<file path="config.mk">
export PLATFORM = sky130hd
export DESIGN_NAME = seq_div_mod
export DESIGN_NICKNAME = d
export VERILOG_FILES = /design/src/rtl/alu_pkg.sv /design/src/rtl/seq_div_mod_div_step.sv /design/src/rtl/seq_div_mod.sv
export SDC_FILE = /design/constraint.sdc
export NUM_CORES = 1
export LEC_CHECK = 0
export BUFFER_PORTS_ARGS = -buffer_cell sky130_fd_sc_hd__buf_4
export CAP_MARGIN = 0
export CORE_UTILIZATION = 61
export CTS_CLUSTER_SIZE = 30
export DETAILED_ROUTE_END_ITERATION = 8
export HOLD_SLACK_MARGIN = 0.15
export PLACE_DENSITY = 0.82
export SLEW_MARGIN = 20
export SYNTH_ARGS = -nofsm -noshare
export SYNTH_HDL_FRONTEND = slang
export SYNTH_HIERARCHICAL = 1
export SYNTH_SLANG_ARGS = --single-unit
</file>
<file path="constraint.sdc">
create_clock -name clk -period 6.2 [get_ports clk]
set_input_delay 1.24 -clock clk [delete_from_list [all_inputs] [get_ports clk]]
set_output_delay 1.24 -clock clk [all_outputs]
set_load 0.05 [all_outputs]
</file>
<file path="src/rtl/alu_pkg.sv">
// Shared ALU definitions: command codes, divider width and divider FSM states.
package alu_pkg;

   localparam int DIV_W = 4;

   localparam logic [2:0] CMD_ADD = 3'd1;
   localparam logic [2:0] CMD_SUB = 3'd2;
   localparam logic [2:0] CMD_MUL = 3'd3;
   localparam logic [2:0] CMD_DIV = 3'd4;
   localparam logic [2:0] CMD_MOD = 3'd5;

   typedef enum logic [1:0] {
      IDLE = 2'd0,
      RUN  = 2'd1,
      DONE = 2'd2
   } div_state_t;

endpackage

</file>
<file path="src/rtl/seq_div_mod_div_step.sv">
// One combinational restoring-division step: shift in a dividend bit, trial-subtract the divisor.
module div_step #(
   parameter int WIDTH = 4
) (
   input  logic [WIDTH-1:0] pr_i,
   input  logic             bit_i,
   input  logic [WIDTH-1:0] divisor_i,
   output logic [WIDTH-1:0] pr_o,
   output logic             q_bit_o
);

   logic [WIDTH:0] pr_shift;
   logic [WIDTH:0] diff;

   assign pr_shift = {pr_i, bit_i};
   assign diff     = pr_shift - {1'b0, divisor_i};

   // A clear MSB means the trial subtraction did not borrow, so the divisor fits.
   assign q_bit_o  = ~diff[WIDTH];
   assign pr_o     = diff[WIDTH] ? pr_shift[WIDTH-1:0] : diff[WIDTH-1:0];

endmodule

</file>
<file path="src/rtl/seq_div_mod.sv">
// Sequential unsigned restoring divider, one quotient bit per clock, start/busy/done handshake.
module seq_div_mod
   import alu_pkg::*;
#(
   parameter int WIDTH = DIV_W
) (
   input  logic             clk,
   input  logic             rst_n,
   input  logic             start,
   input  logic [WIDTH-1:0] dividend,
   input  logic [WIDTH-1:0] divisor,
   output logic             busy,
   output logic             done,
   output logic [WIDTH-1:0] quotient,
   output logic [WIDTH-1:0] remainder,
   output logic             div_zero
);

   localparam int CW = (WIDTH > 1) ? $clog2(WIDTH) : 1;

   div_state_t       state_q;
   logic [CW-1:0]    count_q;
   logic [WIDTH-1:0] pr_q;
   logic [WIDTH-1:0] q_q;
   logic [WIDTH-1:0] dvd_q;
   logic [WIDTH-1:0] dvs_q;
   logic [WIDTH-1:0] quotient_q;
   logic [WIDTH-1:0] remainder_q;
   logic             done_q;
   logic             div_zero_q;

   logic [WIDTH-1:0] pr_d;
   logic             q_bit;
   logic [WIDTH-1:0] q_d;

   div_step #(.WIDTH(WIDTH)) u_step (
      .pr_i      (pr_q),
      .bit_i     (dvd_q[count_q]),
      .divisor_i (dvs_q),
      .pr_o      (pr_d),
      .q_bit_o   (q_bit)
   );

   always_comb begin
      q_d          = q_q;
      q_d[count_q] = q_bit;
   end

   always_ff @(posedge clk or negedge rst_n) begin
      if (!rst_n) begin
         state_q     <= IDLE;
         count_q     <= '0;
         pr_q        <= '0;
         q_q         <= '0;
         dvd_q       <= '0;
         dvs_q       <= '0;
         quotient_q  <= '0;
         remainder_q <= '0;
         done_q      <= 1'b0;
         div_zero_q  <= 1'b0;
      end else begin
         case (state_q)
            IDLE: begin
               done_q <= 1'b0;
               if (start) begin
                  if (divisor != '0) begin
                     dvd_q      <= dividend;
                     dvs_q      <= divisor;
                     pr_q       <= '0;
                     q_q        <= '0;
                     count_q    <= CW'(WIDTH - 1);
                     div_zero_q <= 1'b0;
                     state_q    <= RUN;
                  end else begin
                     // Divide-by-zero short-circuits straight to DONE with all-ones quotient.
                     quotient_q  <= '1;
                     remainder_q <= dividend;
                     div_zero_q  <= 1'b1;
                     done_q      <= 1'b1;
                     state_q     <= DONE;
                  end
               end
            end
            RUN: begin
               pr_q <= pr_d;
               q_q  <= q_d;
               if (count_q == '0) begin
                  quotient_q  <= q_d;
                  remainder_q <= pr_d;
                  done_q      <= 1'b1;
                  state_q     <= DONE;
               end else begin
                  count_q <= count_q - CW'(1);
               end
            end
            DONE: begin
               done_q  <= 1'b0;
               state_q <= IDLE;
            end
            default: begin
               done_q  <= 1'b0;
               state_q <= IDLE;
            end
         endcase
      end
   end

   assign busy      = (state_q != IDLE);
   assign done      = done_q;
   assign quotient  = quotient_q;
   assign remainder = remainder_q;
   assign div_zero  = div_zero_q;

endmodule

</file>
# Yosys cells after proc, flatten, opt, wreduce, memory -nomap -nowiden
# Index checks and enable logic that the tools add are counted.
dict set report totals {
  inputBits 11
  ff_bits 30
  elab_cells 63
}
dict set report classes {
  muxes 30
  eq_ne 6
  n_addsub 2
  bitwise 1
  order_cmp 2
  reduce_logical 12
}
# cell n
set ops {}
lappend ops {{4-bit 2-to-1 mux} 9}
lappend ops {{4-bit one-hot mux with 2 select lines} 4}
lappend ops {{2-bit 2-to-1 mux} 6}
lappend ops {{2-bit != test (second input constant)} 5}
lappend ops {{2-bit one-hot mux with 2 select lines} 2}
lappend ops {{4-bit AND reduction} 2}
lappend ops {{3-bit AND reduction} 2}
lappend ops {{1-bit 2-to-1 mux} 5}
lappend ops {{5-bit by 4-bit subtractor with 5-bit output} 1}
lappend ops {{4-bit bitwise mux} 1}
lappend ops {{2-bit logical NOT} 2}
lappend ops {{2-bit AND reduction} 2}
lappend ops {{2-bit nonzero test} 2}
lappend ops {{4-bit nonzero test} 1}
lappend ops {{2-bit by 3-bit less-than comparator with 1-bit output (second input constant)} 1}
lappend ops {{1-bit binary-select mux with 2-bit select} 1}
lappend ops {{1-bit demux with 2-bit select} 1}
lappend ops {{2-bit by 1-bit == test with 1-bit output (second input constant)} 1}
lappend ops {{2-bit by 1-bit >= comparator with 1-bit output (second input constant)} 1}
lappend ops {{1-bit one-hot mux with 2 select lines} 1}
lappend ops {{2-bit by 1-bit subtractor with 2-bit output (second input constant)} 1}
lappend ops {{1-bit logical AND} 1}
lappend ops {{1-bit inverter} 1}

# Longest topological paths before layout
dict set report logic_depth {
  depth_word 7
  depth_mapped 10
  depth_no_buf 10
}

# Hierarchy
# Netlist, hierarchy kept.
# mod cells_each n_inst area_per_inst_um2
set by_module_without_submodules {}
lappend by_module_without_submodules {seq_div_mod 111 1 1428.9}
lappend by_module_without_submodules {div_step 24 1 203.9}

# Worst setup path before layout
# No wires, ideal clock.
dict set report synth_path {
  path_type {reg2reg}
  from {register count_q[0]}
  to {register remainder_q[2], in the netlist remainder[2]}
  stages_incl_launch_ff 11
  t_required_ns 6.075
  period_less_slack_ns 3.034
  setup_slack_ns 3.166
  t_arrival_ns 2.909
  n_path_buf 0
  setup_time_ns 0.125
  path_cell_list {dfrtp_1 > mux4_2 > inv_1 > ha_1 > fa_1 > nand2b_1 > a21oi_2 > xor2_2 > mux2_2 > mux2_2 > mux2_4}
}
dict set report synth_via {
  elab_chain_cells 6
}
# element line
set synth_rtl {}
lappend synth_rtl {{start, declared} seq_div_mod.sv:22} ;# logic [CW-1:0] count_q;
lappend synth_rtl {{start signal, assigned} seq_div_mod.sv:71} ;# count_q <= CW'(WIDTH - 1);
lappend synth_rtl {{start signal, assigned} seq_div_mod.sv:93} ;# count_q <= count_q - CW'(1);
lappend synth_rtl {{1-bit binary-select mux with 2-bit select} seq_div_mod.sv:38} ;# .bit_i (dvd_q[count_q]),
lappend synth_rtl {{1-bit 2-to-1 mux (implied by the code)} seq_div_mod.sv:38}
lappend synth_rtl {{5-bit by 4-bit subtractor with 5-bit output} seq_div_mod_div_step.sv:16} ;# assign diff = pr_shift - {1'b0, divisor_i};
lappend synth_rtl {{4-bit 2-to-1 mux} seq_div_mod_div_step.sv:20} ;# assign pr_o = diff[WIDTH] ? pr_shift[WIDTH-1:0] : diff[WIDTH-1:0];
lappend synth_rtl {{net pr_d[2]} seq_div_mod.sv:32} ;# logic [WIDTH-1:0] pr_d;
lappend synth_rtl {{4-bit 2-to-1 mux} seq_div_mod.sv:87} ;# if (count_q == '0) begin
lappend synth_rtl {{4-bit one-hot mux with 2 select lines} seq_div_mod.sv:62} ;# case (state_q)
lappend synth_rtl {{end signal, assigned} seq_div_mod.sv:77} ;# remainder_q <= dividend;
lappend synth_rtl {{end signal, assigned} seq_div_mod.sv:89} ;# remainder_q <= pr_d;
lappend synth_rtl {{end, declared} seq_div_mod.sv:28} ;# logic [WIDTH-1:0] remainder_q;
# The timed path passes the listed nets, and every way through them passes these cells. The select of a mux whose other input is x is not followed.
# A chain may end at the register's enable or synchronous reset.

# Worst setup path after layout
# Same ends and word-level chain as after synthesis.

==> impl_metrics.json <==
{
  "postCtsHoldBufs": 0,
  "yosys_warnings": 6,
  "synth_cells": 135,
  "max-clock-path-buffers": 2,
  "min_path_type": "flip-flop to flip-flop",
  "rows": 18,
  "clk_pin_slew_ns": 0.09,
  "synth.cell_area_um2": 1630,
  "gpl.final_weighted_congestion": 0.863,
  "cts_sinks": 29,
  "drive_gt1_frac": 0.338,
  "grt_setup_unrepaired": "false",
  "cp_max_fo": 8,
  "dieArea_um2": 2890,
  "worst_clock_skew_ns": 0.00907,
  "finalSetupViolCount": 0,
  "place_hpwl_um": 2230,
  "hold_viol": 0,
  "status": "completed",
  "crit_path_end_kind": "flip-flop",
  "relSlewSlack": 0.398,
  "clock_latency_ns": 0.32,
  "clock.fmax_mhz": 305,
  "die_y_um": 53.7,
  "layout_commonest_cell": "dfrtp_1",
  "area_delta_synth_final_pct": 12.1,
  "drv_cap": 0,
  "cts_root_buf": "clkbuf_4",
  "postCtsSetupBuffers": 0,
  "grtUsageTotal": 0.262,
  "wire_per_inst_um": 16.8,
  "die_w_um": 53.7,
  "vias_per_cell": 5.60,
  "wirelength_um": 3140,
  "synth_cell_types": 37,
  "htreeDepth": 2,
  "fin_tns_setup_ns": 0,
  "syn-num-nets": 155,
  "diodes": 0,
  "antenna_found_initial": 0,
  "timing.final.crit_period_ns": 3.28,
  "via_count": 1047,
  "slew_violations": 0,
  "finalNetCount": 177,
  "async_flop_share": 1.00,
  "core_um2": 2500,
  "path_class": "flip-flop to flip-flop",
  "overflow": 0,
  "synth_edf_count": 0,
  "io_buffers": 21,
  "drc": 0,
  "numCtsBuffers": 5,
  "synth_flop_cell": "dfrtp_1",
  "fin_crit_sh": 0.529,
  "io_pins": 22,
  "startpoint_type": "flip-flop",
  "worstMarginPinSlew_ns": 0.898,
  "synth.avg_cell_area_um2": 12.1,
  "grt_pass1_wl_um": 5020,
  "ys_seq_area_frac": 0.444,
  "initial_core_util": 0.653,
  "grt_pass1_vias": 1041,
  "firstDrtPassIters": 4,
  "arrival_ns": 3.49,
  "cts_tree": "yes",
  "post_cts_resized": 0,
  "drt_iter0_drc": 12,
  "grt_max_degree": 30,
  "final_cell_mix": "dfrtp_1, buf_4, nor2_1, inv_1, mux2_4",
  "required_ns": 6.41,
  "ys_ff_latch": 29,
  "ant_nets": 0,
  "nFillCells": 184
}
==> synth_stat cells, types with 2 or more instances <==
master	number	area share
a21oi_1	4	0.012
mux2_4	9	0.083
xnor2_1	2	0.011
a22o_1	4	0.021
mux2_2	7	0.048
buf_4	2	0.0092
o22ai_1	3	0.011
buf_6	3	0.021
nand2_1	8	0.018
nor2_1	10	0.023
ha_1	8	0.061
a22oi_1	3	0.014
a21oi_2	2	0.011
o21ai_0	4	0.012
mux2i_1	6	0.037
nand2b_1	3	0.011
dfrtp_1	29	0.44
inv_1	9	0.021
==> final cells by class <==
type / instances / area, um2 / share of cell area
well taps: 30 / 37.5 / 0.0205
multi-input cells: 91 / 821 / 0.448
clock buffers: 7 / 55.1 / 0.0301
flip-flops and latches: 29 / 726 / 0.396
repair buffers: 21 / 158 / 0.0861
inverters: 9 / 33.8 / 0.0185
==> final timing paths <==
| check | startpoint | end | slack [ns] | cells after the start |
|---|---|---|---|---|
| hold / removal | div_zero | div_zero | 0.52 | 2 |
| hold reg to reg | div_zero | div_zero | 0.52 | 2 |
| setup / recovery | count_q[0] | remainder[2] | 2.92 | 10 |
| setup reg to reg | count_q[0] | remainder[2] | 2.92 | 10 |
| max in group asynchronous | rst_n | quotient[3] | 5.09 | 1 |
| min in group asynchronous | rst_n | pr_q[1] | 0.82 | 1 |
==> registers in the layout (all words and copies together) (netlist names) <==
| name | flops |
|---|---|
| q_q | 3 |
| pr_q | 4 |
| quotient | 4 |
| count_q | 2 |
| dvd_q | 4 |
| done | 1 |
| dvs_q | 4 |
| div_zero | 1 |
| remainder | 4 |
| state_q | 2 |
==> per-stage QoR <==
| step | std cells | worst slack (ns) | instance area, um2 | hold slack (ns) | utilization |
|---|---|---|---|---|---|
| after global routing | 187 | 2.78 | 1830 | 0.547 | 0.732 |
| after floorplan | 135 | 3.17 | 1630 | 0.475 | - |
| after CTS | 187 | 2.92 | 1830 | 0.520 | 0.732 |
| after detailed placement | 180 | 2.94 | 1780 | 0.494 | 0.710 |
| final | 187 | 2.92 | 1830 | 0.518 | 0.732 |
| after global placement | 180 | 3.07 | 1780 | 0.483 | 0.710 |
==> cells by family after synthesis <==
| family | synth area share |
|---|---|
| AND/OR/NAND/NOR | 0.110 |
| flip-flops | 0.444 |
| AO/OA/AOI/OAI | 0.111 |
| multiplexers | 0.182 |
| buffers and inverters | 0.0529 |
| adder cells (fa/ha/maj) | 0.0736 |
| XOR/XNOR | 0.0261 |
==> routing by layer <==
| metal | share of wire | GRT usage |
|---|---|---|
| met1 | 0.48 | 0.335 |
| met2 | 0.47 | 0.395 |
| met3 | 0.039 | 0.0819 |
| met4 | 0.014 | 0.132 |
| met5 | 0 | 0 |
==> worst max-delay path: stages, from the launching register on <==
cell and delay (ns):
dfrtp_1 0.46, mux4_2 0.35, inv_1 0.05, ha_1 0.22, fa_1 0.42, nand2b_1 0.18, a21oi_2 0.16, xor2_2 0.39
mux2_2 0.41, mux2_2 0.26, mux2_4 0.25
Power is not shown: default switching activity piles up to over one toggle a cycle in this logic, so the estimate is an artifact.
